$ cat src/rtl/int_op_sequencer_pkg.sv
// ============================================================================
// Module      : int_op_sequencer_pkg
// Description : Opcode constants shared with the decode stage, the sequencer
//               state encoding, and the helper that maps a sequencer state to
//               the opcode/control word driven into the fetch/decode buffer.
// Config      : no macros used in this file (INT_PEND_LATCH_EN lives in the
//               sequencer itself).
// Revision    : 1.0 - initial release
// ============================================================================
`default_nettype none

package int_op_sequencer_pkg;

  // Opcode values (5-bit encoding understood by the decode stage)
  localparam logic [4:0] c_op_nop      = 5'b00000;
  localparam logic [4:0] c_op_ldm      = 5'b10010;
  localparam logic [4:0] c_op_ret      = 5'b11101;
  localparam logic [4:0] c_op_rti      = 5'b11110;
  localparam logic [4:0] c_op_push_flg = 5'b11111;
  localparam logic [4:0] c_op_push_pcl = 5'b10101;
  localparam logic [4:0] c_op_push_pch = 5'b10110;
  localparam logic [4:0] c_op_pop_pcl  = 5'b10111;
  localparam logic [4:0] c_op_pop_flg  = 5'b01111;

  typedef enum logic [3:0] {
    IDLE     = 4'd0,
    DRAIN    = 4'd1,
    PUSH_FLG = 4'd2,
    PUSH_PCL = 4'd3,
    PUSH_PCH = 4'd4,
    VEC      = 4'd5,
    RET_POPL = 4'd6,
    RTI_POPL = 4'd7,
    RTI_POPF = 4'd8,
    RWAIT    = 4'd9
  } seq_state_e;

  typedef struct packed {
    logic       inj_valid;
    logic [4:0] inj_op;
    logic       pc_hold;
    logic       load_vector;
    logic       int_ack;
    logic       busy;
  } seq_out_t;

  // Output word presented while the sequencer sits in state s. The LDM
  // slot is the one DRAIN cycle that lets the immediate word through
  // untouched, so it injects nothing and does not hold the PC.
  function automatic seq_out_t seq_outputs(input seq_state_e s, input logic ldm_extra);
    seq_out_t o;
    o      = '0;
    o.busy = (s != IDLE);
    case (s)
      DRAIN: begin
        if (!ldm_extra) begin
          o.inj_valid = 1'b1;
          o.inj_op    = c_op_nop;
          o.pc_hold   = 1'b1;
        end
      end
      PUSH_FLG: begin
        o.inj_valid = 1'b1;
        o.inj_op    = c_op_push_flg;
        o.pc_hold   = 1'b1;
      end
      PUSH_PCL: begin
        o.inj_valid = 1'b1;
        o.inj_op    = c_op_push_pcl;
        o.pc_hold   = 1'b1;
      end
      PUSH_PCH: begin
        o.inj_valid = 1'b1;
        o.inj_op    = c_op_push_pch;
        o.pc_hold   = 1'b1;
      end
      VEC: begin
        o.inj_valid   = 1'b1;
        o.inj_op      = c_op_nop;
        o.pc_hold     = 1'b1;
        o.load_vector = 1'b1;
        o.int_ack     = 1'b1;
      end
      RET_POPL, RTI_POPL: begin
        o.inj_valid = 1'b1;
        o.inj_op    = c_op_pop_pcl;
        o.pc_hold   = 1'b1;
      end
      RTI_POPF: begin
        o.inj_valid = 1'b1;
        o.inj_op    = c_op_pop_flg;
        o.pc_hold   = 1'b1;
      end
      RWAIT: begin
        o.inj_valid = 1'b1;
        o.inj_op    = c_op_nop;
        o.pc_hold   = 1'b1;
      end
      default: o = '0;
    endcase
    return o;
  endfunction

endpackage

`default_nettype wire

$ cat src/rtl/int_op_sequencer_if.sv
// ============================================================================
// Module      : int_op_sequencer_if
// Description : Handshake bundle between fetch, the opcode sequencer and the
//               fetch/decode buffer.
//   master modport (sequencer side):
//     in : int_req, fetched_op[OP_W], fetched_valid, stall
//     out: inj_valid, inj_op[OP_W], pc_hold, load_vector, int_ack,
//          int_dropped, busy
//   slave modport: the same signals with directions reversed.
// Config      : no macros used in this file.
// Revision    : 1.0 - initial release
// ============================================================================
`default_nettype none

interface int_op_sequencer_if #(
  parameter int OP_W = 5
);
  logic            int_req;
  logic [OP_W-1:0] fetched_op;
  logic            fetched_valid;
  logic            stall;
  logic            inj_valid;
  logic [OP_W-1:0] inj_op;
  logic            pc_hold;
  logic            load_vector;
  logic            int_ack;
  logic            int_dropped;
  logic            busy;

  modport master (
    input  int_req, fetched_op, fetched_valid, stall,
    output inj_valid, inj_op, pc_hold, load_vector, int_ack, int_dropped, busy
  );

  modport slave (
    output int_req, fetched_op, fetched_valid, stall,
    input  inj_valid, inj_op, pc_hold, load_vector, int_ack, int_dropped, busy
  );
endinterface

`default_nettype wire

$ cat src/rtl/int_op_sequencer.sv
// ============================================================================
// Module      : int_op_sequencer
// Description : Producer of the special micro-op stream for interrupt entry
//               (drain, push FLG/PCL/PCH, vector load) and RET/RTI completion
//               (pops followed by a drain). While a sequence runs the fetched
//               opcode is overridden and the PC increment is held.
// Ports       : clk, reset (asynchronous, active-high)
//               bus (int_op_sequencer_if.master): int_req, fetched_op,
//               fetched_valid, stall in; inj_valid, inj_op, pc_hold,
//               load_vector, int_ack, int_dropped, busy out.
// Parameters  : OP_W (opcode width), DRAIN_CYCLES (NOP slots around the
//               interrupt pushes and after the return pops).
// Config      : INT_PEND_LATCH_EN - when defined, a request that arrives while
//               busy (or together with RET/RTI) is latched and serviced from
//               IDLE afterwards; otherwise it is discarded with int_dropped.
// Revision    : 1.0 - initial release
// ============================================================================
`default_nettype none

module int_op_sequencer
  import int_op_sequencer_pkg::*;
#(
  parameter int OP_W         = 5,
  parameter int DRAIN_CYCLES = 2
) (
  input  logic                clk,
  input  logic                reset,
  int_op_sequencer_if.master  bus
);

  localparam int              CNT_W   = (DRAIN_CYCLES > 0) ? $clog2(DRAIN_CYCLES + 1) : 1;
  localparam logic [CNT_W-1:0] c_drain = CNT_W'(DRAIN_CYCLES);
  localparam logic [CNT_W-1:0] c_one   = CNT_W'(1);

  seq_state_e       state_q, state_d;
  logic [CNT_W-1:0] cnt_q, cnt_d;
  logic             ldm_q, ldm_d;
  logic             pending_q, pending_d;
  logic             dropped_q, dropped_d;
  seq_out_t         out_q;

  logic w_ret_hit;
  logic w_rti_hit;
  logic w_is_ldm;
  logic w_req_busy;

  assign w_ret_hit = (state_q == IDLE) && bus.fetched_valid && (bus.fetched_op == OP_W'(c_op_ret));
  assign w_rti_hit = (state_q == IDLE) && bus.fetched_valid && (bus.fetched_op == OP_W'(c_op_rti));
  assign w_is_ldm  = (bus.fetched_op == OP_W'(c_op_ldm));

  // A request cannot start a sequence if the sequencer is frozen, already
  // running (VEC included), or a return sequence wins priority this cycle.
  assign w_req_busy = bus.int_req &&
                      (bus.stall || (state_q != IDLE) || w_ret_hit || w_rti_hit);

  // Next-state / counter logic; only committed when stall is low.
  always_comb begin
    state_d = state_q;
    cnt_d   = cnt_q;
    ldm_d   = ldm_q;
    case (state_q)
      IDLE: begin
        if (w_ret_hit) begin
          state_d = RET_POPL;
        end else if (w_rti_hit) begin
          state_d = RTI_POPL;
        end else if (bus.int_req || pending_q) begin
          ldm_d = w_is_ldm;
          cnt_d = c_drain;
          // With no drain slots and no LDM gap there is nothing to wait for.
          if (w_is_ldm || (DRAIN_CYCLES != 0)) state_d = DRAIN;
          else                                 state_d = PUSH_FLG;
        end
      end
      DRAIN: begin
        if (ldm_q) begin
          ldm_d = 1'b0;
          if (cnt_q == '0) state_d = PUSH_FLG;
        end else begin
          cnt_d = cnt_q - c_one;
          if (cnt_q <= c_one) state_d = PUSH_FLG;
        end
      end
      PUSH_FLG: state_d = PUSH_PCL;
      PUSH_PCL: state_d = PUSH_PCH;
      PUSH_PCH: state_d = VEC;
      VEC:      state_d = IDLE;
      RTI_POPL: state_d = RTI_POPF;
      RET_POPL, RTI_POPF: begin
        cnt_d = c_drain;
        if (DRAIN_CYCLES != 0) state_d = RWAIT;
        else                   state_d = IDLE;
      end
      RWAIT: begin
        cnt_d = cnt_q - c_one;
        if (cnt_q <= c_one) state_d = IDLE;
      end
      default: state_d = IDLE;
    endcase
  end

  // Pending / drop bookkeeping runs every cycle, stalled or not, so a
  // request seen during a stall is never silently lost.
`ifdef INT_PEND_LATCH_EN
  logic w_vec_clear;
  logic w_pend_keep;
  assign w_vec_clear = (state_q == VEC) && !bus.stall;
  assign w_pend_keep = pending_q && !w_vec_clear;
  always_comb begin
    pending_d = w_pend_keep || w_req_busy;
    dropped_d = w_pend_keep && w_req_busy;
  end
`else
  always_comb begin
    pending_d = 1'b0;
    dropped_d = w_req_busy;
  end
`endif

  always_ff @(posedge clk or posedge reset) begin
    if (reset) begin
      state_q   <= IDLE;
      cnt_q     <= '0;
      ldm_q     <= 1'b0;
      pending_q <= 1'b0;
      dropped_q <= 1'b0;
      out_q     <= '0;
    end else begin
      pending_q <= pending_d;
      dropped_q <= dropped_d;
      if (!bus.stall) begin
        state_q <= state_d;
        cnt_q   <= cnt_d;
        ldm_q   <= ldm_d;
        out_q   <= seq_outputs(state_d, ldm_d);
      end
    end
  end

  assign bus.inj_valid   = out_q.inj_valid;
  assign bus.inj_op      = OP_W'(out_q.inj_op);
  assign bus.pc_hold     = out_q.pc_hold;
  assign bus.load_vector = out_q.load_vector;
  assign bus.int_ack     = out_q.int_ack;
  assign bus.int_dropped = dropped_q;
  assign bus.busy        = out_q.busy;

endmodule

`default_nettype wire

$ cat src/flat_wrapper.sv
// flat-port wrapper written by rule: the top's interface ports become plain ports
module int_op_sequencer_flat import int_op_sequencer_pkg::*;
#(
  parameter int OP_W         = 5,
  parameter int DRAIN_CYCLES = 2
)
  (clk, reset, bus_int_req, bus_fetched_op, bus_fetched_valid, bus_stall, bus_inj_valid, bus_inj_op, bus_pc_hold, bus_load_vector, bus_int_ack, bus_int_dropped, bus_busy);
  int_op_sequencer_if #(.OP_W(OP_W)) bus_i ();
  input  logic clk;
  input  logic reset;
  input wire logic [$bits(bus_i.int_req)-1:0] bus_int_req;
  input wire logic [$bits(bus_i.fetched_op)-1:0] bus_fetched_op;
  input wire logic [$bits(bus_i.fetched_valid)-1:0] bus_fetched_valid;
  input wire logic [$bits(bus_i.stall)-1:0] bus_stall;
  output wire logic [$bits(bus_i.inj_valid)-1:0] bus_inj_valid;
  output wire logic [$bits(bus_i.inj_op)-1:0] bus_inj_op;
  output wire logic [$bits(bus_i.pc_hold)-1:0] bus_pc_hold;
  output wire logic [$bits(bus_i.load_vector)-1:0] bus_load_vector;
  output wire logic [$bits(bus_i.int_ack)-1:0] bus_int_ack;
  output wire logic [$bits(bus_i.int_dropped)-1:0] bus_int_dropped;
  output wire logic [$bits(bus_i.busy)-1:0] bus_busy;
  assign bus_i.int_req = bus_int_req;
  assign bus_i.fetched_op = bus_fetched_op;
  assign bus_i.fetched_valid = bus_fetched_valid;
  assign bus_i.stall = bus_stall;
  assign bus_inj_valid = bus_i.inj_valid;
  assign bus_inj_op = bus_i.inj_op;
  assign bus_pc_hold = bus_i.pc_hold;
  assign bus_load_vector = bus_i.load_vector;
  assign bus_int_ack = bus_i.int_ack;
  assign bus_int_dropped = bus_i.int_dropped;
  assign bus_busy = bus_i.busy;
  int_op_sequencer #(.OP_W(OP_W), .DRAIN_CYCLES(DRAIN_CYCLES)) u_core (.clk(clk), .reset(reset), .bus(bus_i));
endmodule
$ cat config.mk
export PLATFORM = sky130hd
export DESIGN_NAME = int_op_sequencer_flat
export DESIGN_NICKNAME = d
export VERILOG_FILES = /design/src/rtl/int_op_sequencer_pkg.sv /design/src/rtl/int_op_sequencer_if.sv /design/src/rtl/int_op_sequencer.sv /design/src/flat_wrapper.sv
export SDC_FILE = /design/constraint.sdc
export NUM_CORES = 1
export LEC_CHECK = 0
export CAP_MARGIN = 20
export CELL_PAD_IN_SITES_DETAIL_PLACEMENT = 0
export CELL_PAD_IN_SITES_GLOBAL_PLACEMENT = 1
export CORE_UTILIZATION = 34
export DETAILED_ROUTE_END_ITERATION = 6
export PLACE_DENSITY_LB_ADDON = 0.3
export SLEW_MARGIN = 5
export SYNTH_ARGS = -nofsm -noshare
export SYNTH_HDL_FRONTEND = slang
export SYNTH_SLANG_ARGS = --single-unit
$ cat constraint.sdc
create_clock -name clk -period 2.2 [get_ports clk]
set_input_delay 0.66 -clock clk [delete_from_list [all_inputs] [get_ports clk]]
set_output_delay 0.66 -clock clk [all_outputs]
set_load 0.03 [all_outputs]
==> metrics.txt, run 1 <==
nature of the critical path startpoint=primary input; total congestion overflow after global routing=0; total clock sinks=16; uppermost layer routed=met4; final worst clock skew=3.64 ps; final hold violations=0; total iterations of the first detailed-routing run=4; effective utilization at floorplan=37.1%; IO Port Bufs=20; critical path data arrival time=2340 ps; Netlist cell types=46; most common library cell in the layout ignoring fill and taps=clkdlybuf4s50_1; Peak VDD IR=0.776 mV; final cycle utilization of the critical path=97.9%; Worst R2R Path Depth=7; total count of max-transition violations in the final report=0; DR vias=1,008; share of final-layout standard cells stronger than drive strength 1=19.6%; startpoint of the most critical register-to-register path=u_core.cnt_q[1]$_DFFE_PP0P_; transition time at the pin with the least slew margin=641 ps; total number of placement rows=19; longest individual stage delay on the worst path=480 ps; number of buffers inserted during clock tree synthesis=3; clock period minus final worst setup slack=2150 ps; total of flip-flops plus latches after synthesis=16; portion of total power attributed to the clock network=9.8%; Placer Congestion=0.844; area post-placement=1350 sq um; half-perimeter wire length of the detailed placement result=2.02 mm; Cell Area, Synth=1060 sq um; initial antenna violation count=0; total non-filler cell area in the finished layout=1400 sq um; worst min-delay path startpoint=u_core.bus.inj_op[3]$_DFFE_PP0N_; Post CTS Setup Buffer Count=0; die width=57.8 um; average via count per standard cell=5.63; cell-internal power=1.14 mW; wire length of the first global-routing pass=4.49 mm; Bufs on Longest Clock Path=2; leading cell types in the layout, fill and taps excluded=20 x clkdlybuf4s50_1, 16 x dfrtp_1, 15 x buf_4; H-tree levels=1; r2r endpoint=u_core.bus.busy$_DFFE_PP0N_; sum of routed wire segments on met1=1.17 mm; Post-Syn Area per Cell=9.06 sq um; number of buffers inserted by hold repair at cts=0; Min-Delay Path Class=reg -> reg; length of routed met3 wiring=82 um; area fraction of the dominant cell type after synthesis=37.8%; maximum clock frequency=0.464 GHz; DRC violation total after the first TritonRoute iteration=15; switching power as a share of total power=43.9%; number of nets still failing antenna checks after routing=0; Overall Power=2.02 mW; cell-by-cell trace of the critical path=clkdlybuf4s50_1 > xnor2_2 > nor3_1 > o31a_1 > or4_4 > a2bb2oi_1; Met2 Wirelength=1.32 mm; cell count after synthesis=117; part of the Yosys area used for sequential elements=37.8%; number of global-route vias before repair=988; clock latency at the later pin of the worst-skew pair=290 ps; worst setup path category=in -> reg; cell family contributing the most delay on the critical path=simple AND/OR/NAND/NOR gates; fillcell total=298; library cell with the largest summed area after synthesis=dfrtp_1; pin count of the biggest net entering global routing=17; die area=3340 sq um; total length of routed wires=2.58 mm; max-cap viol count=0; number of nets in the finished design=161; Crit Path Max Fanout=2; count of endpoints failing setup in the final report=0; dominant register cell in the synthesized netlist=dfrtp_1; LEAKAGE=0.634 nW; Worst Hold Endpoint=u_core.bus.inj_op[3]$_DFFE_PP0N_; FFs w/ async S/R, synth=100%; chip height=57.8 um; switching power=0.889 mW; Min-Delay Path Depth=1; data required time at the worst endpoint=2380 ps; Synth Warn #=0; most area-consuming cells after synthesis=dfrtp_1 38%, inv_1 3.5%, a21oi_1 3.3%; Crit. Startpoint=bus_fetched_op[1]; overall global routing resource usage=17.5%; sequential cell fraction of total power=26.8%; placeable core area=2850 sq um; Wirelength per Cell=14.4 um; hold slack final=493 ps; setup repair after global routing missed its margin=yes; Reg2Reg Setup Slack=70 ps; synthesis-to-finish area growth=32.2%; combinational group share of total power=63.3%; CTS tree=built; residual DRC count=0; Pwr per Cell Area=1440 nW/um^2; clock transition at the registers of the reported paths=90 ps; number of enable-type register cells in the synthesized netlist=0; Post-Syn Nets=129; kind of end point of the critical path=register; Antenna Cells=0; run status=complete, no violations; CTS root buffer=clkbuf_4; crit path buf inv count=1; io pins=21; cell with the largest stage delay on the worst path=or4_4; Max transition margin=57.2%
## power by group through the flow
stage               clock [mW]  combinational (mW)  sequential [mW]
finish                   0.199                1.28            0.543
global route             0.223                1.40            0.566
CTS                      0.212                1.28            0.540
detailed placement           0                1.28            0.545
global placement             0                1.27            0.541
floorplan                    0               0.782            0.622
## per-layer routing
| layer | vias up | global-route usage, % |
|---|---|---|
| met1 | 497 | 23.9 |
| met3 | 2 | 4.02 |
| met5 | - | 0 |
| met4 | 0 | 4.08 |
| met2 | 15 | 28.1 |
| li1 | 494 | - |
## through the flow
step	TNS, ps	std cells	worst slack, ps	utilization, %
2_1_floorplan	0	117	1.22	-
3_3_place_gp	-1060	175	-215	47.5
3_5_place_dp	-1380	175	-264	47.5
4_1_cts	0	179	52.5	48.8
5_1_grt	-1.60	179	-1.60	49.1
6_report	0	179	45.8	49.1
## layout make-up
type                            instances  area (sq um)  area share [%]
Multi-Input combinational cell         83           576            41.1
Clock buffer                            4          36.3            2.59
Timing Repair Buffer                   35           313            22.3
Sequential cell                        16           400            28.6
Inverter                               10          37.5            2.68
Tap cell                               31          38.8            2.77
## kinds of logic after synthesis
group / Yosys count / share of synthesized area [%]
adder cells (fa/ha/maj): 2 / 2.36
multiplexers: 5 / 5.08
AO/OA/AOI/OAI: 38 / 25.5
buffers and inverters: 18 / 8.97
flip-flops: 16 / 37.8
XOR/XNOR: 1 / 0.827
AND/OR/NAND/NOR: 37 / 19.5
## Yosys cell counts (all sizes together), types with 2 or more instances
library cell,count
a21o,2
a211oi,2
inv,10
ha,2
nand2b,2
nor3b,2
nand2,9
nor3,5
o31a,3
a2111oi,2
mux2i,2
clkbuf,2
buf,5
a21oi,7
dfrtp,16
mux2,3
nor2,7
o21ai,7
a21boi,2
a2bb2oi,3
## sequential cells by signal (all words and copies together), names as in the netlist
register                cells
u_core.bus.inj_op           5
u_core.state_q              4
u_core.cnt_q                2
u_core.bus.busy             1
u_core.bus.int_ack          1
u_core.bus.int_dropped      1
u_core.bus.pc_hold          1
u_core.ldm_q                1
## how the worst max path moves through the flow
stage | endpoint | slack (ps) | cells after the start
3_3_place_gp | u_core.bus.pc_hold$_DFFE_PP0N_ | -220 | 6
5_1_grt | u_core.bus.pc_hold$_DFFE_PP0N_ | -2 | 6
6_report | u_core.bus.busy$_DFFE_PP0N_ | 50 | 6
4_1_cts | u_core.bus.busy$_DFFE_PP0N_ | 50 | 7
2_1_floorplan | u_core.bus.busy$_DFFE_PP0N_ | 1 | 7
3_5_place_dp | u_core.bus.busy$_DFFE_PP0N_ | -260 | 6
## timing repair
| item | 4_1_cts | 5_1_grt |
|---|---|---|
| setup endpoints to repair | 2 | 2 |
| pin swaps | 1 | 0 |
| resized for setup | 1 | 3 |
Note: power is estimated with default switching activity, not from simulation.
==> inputs of run 2 (changes only) <==
TNS_END_PERCENT = 50   (was unset)
==> run 2 against run 1 <==
Against the previous run: count of clock-buffer cells in the layout unchanged; global-route usage did not move; setup slack unchanged; cell area did not move; critical path depth unchanged; fmax unchanged; critical path type unchanged; largest cell class unchanged; largest power group unchanged.
==> metrics.txt, run 2 (synthesis gave the netlist of run 1 again) <==
switching power=0.889 mW (unchanged); number of buffers inserted by hold repair at cts=0 (unchanged); DR vias=1,008 (unchanged); clock period minus final worst setup slack=2150 ps (unchanged); number of global-route vias before repair=988 (unchanged); Worst Hold Endpoint=u_core.bus.inj_op[3]$_DFFE_PP0N_; wire length of the first global-routing pass=4.49 mm (unchanged); count of endpoints failing setup in the final report=0 (unchanged); Min-Delay Path Class=reg -> reg; CTS tree=built; total count of max-transition violations in the final report=0 (unchanged); Post CTS Setup Buffer Count=0 (unchanged); effective utilization at floorplan=37.1% (unchanged); H-tree levels=1 (unchanged); max FFs per register=5 (unchanged); longest individual stage delay on the worst path=480 ps (about the same); half-perimeter wire length of the detailed placement result=2.02 mm (unchanged); kind of end point of the critical path=register; portion of total power attributed to the clock network=9.8% (about the same); cell with the largest stage delay on the worst path=or4_4; run status=complete, no violations; final setup TNS=0 ps (unchanged); most common library cell in the layout ignoring fill and taps=clkdlybuf4s50_1; cell-by-cell trace of the critical path=clkdlybuf4s50_1 > xnor2_2 > nor3_1 > o31a_1 > or4_4 > a2bb2oi_1; sequential cell fraction of total power=26.8% (about the same); nature of the critical path startpoint=primary input; combinational group share of total power=63.3% (about the same); cell-internal power=1.14 mW (unchanged); total number of placement rows=19 (unchanged); worst setup slack after placement=-264 ps (unchanged); transition time at the pin with the least slew margin=641 ps (unchanged); placeable core area=2850 sq um (unchanged); setup repair after global routing missed its margin=yes; total clock sinks=16 (unchanged); die width=57.8 um (unchanged); Worst R2R Path Depth=7 (unchanged); total length of routed wires=2.58 mm (unchanged); residual DRC count=0 (unchanged); max-cap viol count=0 (unchanged); Placer Congestion=0.844 (unchanged); pin count of the biggest net entering global routing=17 (unchanged); LEAKAGE=0.634 nW (unchanged); clock transition at the registers of the reported paths=90 ps (about the same); switching power as a share of total power=43.9% (unchanged); startpoint of the most critical register-to-register path=u_core.cnt_q[1]$_DFFE_PP0P_; Peak VDD IR=0.776 mV (unchanged); overall global routing resource usage=17.5% (unchanged); CTS root buffer=clkbuf_4; total congestion overflow after global routing=0 (unchanged); worst min-delay path startpoint=u_core.bus.inj_op[3]$_DFFE_PP0N_; final cycle utilization of the critical path=97.9% (unchanged); initial antenna violation count=0 (unchanged); final hold violations=0 (unchanged); leading cell types in the layout, fill and taps excluded=20 x clkdlybuf4s50_1, 16 x dfrtp_1, 15 x buf_4; die area=3340 sq um (unchanged); clock latency at the later pin of the worst-skew pair=290 ps (about the same); Bufs on Longest Clock Path=2 (unchanged); total iterations of the first detailed-routing run=4 (unchanged); IO Port Bufs=20 (unchanged); Crit Path Max Fanout=2 (unchanged); worst setup path category=in -> reg; r2r endpoint=u_core.bus.busy$_DFFE_PP0N_; chip height=57.8 um (unchanged); number of nets still failing antenna checks after routing=0 (unchanged); final worst clock skew=3.64 ps (unchanged); Reg2Reg Setup Slack=70 ps (about the same); average via count per standard cell=5.63 (unchanged); number of buffers inserted during clock tree synthesis=3 (unchanged); fillcell total=298 (unchanged); fin worst setup slack=45.8 ps (unchanged); Pwr per Cell Area=1440 nW/um^2 (unchanged); Min-Delay Path Depth=1 (unchanged); synthesis-to-finish area growth=32.2% (unchanged); Antenna Cells=0 (unchanged); number of nets in the finished design=161 (unchanged); data required time at the worst endpoint=2380 ps (about the same); Wirelength per Cell=14.4 um (unchanged); DRC violation total after the first TritonRoute iteration=15 (unchanged); critical path data arrival time=2340 ps (about the same); io pins=21 (unchanged); Max transition margin=57.2% (unchanged); share of final-layout standard cells stronger than drive strength 1=19.6% (unchanged); maximum clock frequency=0.464 GHz (unchanged)
-- run 2: per-stage QoR --
stage / hold WS (ps) / total power, mW / util [%] / area, sq um / cells
finish: 493 / 2.02 / 49.1 / 1400 / 179
global route: 521 / 2.19 / 49.1 / 1400 / 179
CTS: 504 / 2.03 / 48.8 / 1390 / 179
detailed placement: 480 / 1.82 / 47.5 / 1350 / 175
global placement: 462 / 1.81 / 47.5 / 1350 / 175
floorplan: 518 / 1.40 / - / 1060 / 117
-- run 2: routing by layer --
layer  routed length, um  part of all wire (%)  up-vias  track usage [%]
met4                  15                  0.58        0             4.08
li1                    -                     -      494                -
met2                1320                    51       15             28.1
met3                  82                   3.2        2             4.02
met1                1170                    45      497             23.9
met5                   0                     0        -                0
-- run 2: final cells by class --
| cell class | count | area (sq um) | area share, % |
|---|---|---|---|
| tap | 31 | 38.8 | 2.77 |
| timing repair buffer | 35 | 313 | 22.3 |
| inverter | 10 | 37.5 | 2.68 |
| sequential | 16 | 400 | 28.6 |
| multi-input combinational | 83 | 576 | 41.1 |
| clock buffer | 4 | 36.3 | 2.59 |
-- run 2: critical path, delay by kind of cell --
| family | cells | cell delay, ps |
|---|---|---|
| and+or+nand+nor | 2 | 550 |
| buffers and inverters | 1 | 470 |
| AOI/OAI and AO/OA | 2 | 430 |
| xor gates and xnor gates | 1 | 220 |
-- run 2: worst max-delay path by stage --
stage,startpoint,to,cells after the start
after global routing,u_core.cnt_q[0]$_DFFE_PP0P_,u_core.bus.pc_hold$_DFFE_PP0N_,6
final,bus_fetched_op[1],u_core.bus.busy$_DFFE_PP0N_,6
after CTS,u_core.cnt_q[1]$_DFFE_PP0P_,u_core.bus.busy$_DFFE_PP0N_,7
after global placement,bus_fetched_op[0],u_core.bus.pc_hold$_DFFE_PP0N_,6
after floorplan,u_core.cnt_q[1]$_DFFE_PP0P_,u_core.bus.busy$_DFFE_PP0N_,7
after detailed placement,bus_fetched_op[1],u_core.bus.busy$_DFFE_PP0N_,6
-- run 2: power by group through the flow --
| stage | sequential, mW | clock [mW] | combinational, mW |
|---|---|---|---|
| after floorplan | 0.622 | 0 | 0.782 |
| after global placement | 0.541 | 0 | 1.27 |
| after detailed placement | 0.545 | 0 | 1.28 |
| after CTS | 0.540 | 0.212 | 1.28 |
| after global routing | 0.566 | 0.223 | 1.40 |
| final | 0.543 | 0.199 | 1.28 |
-- run 2: what timing repair did --
action                                  CTS  global route
resized for setup                         1             3
endpoints found under the setup margin    2             2
endpoints found under the hold margin     0             0
pin swaps                                 1             0
gates cloned                              0             0
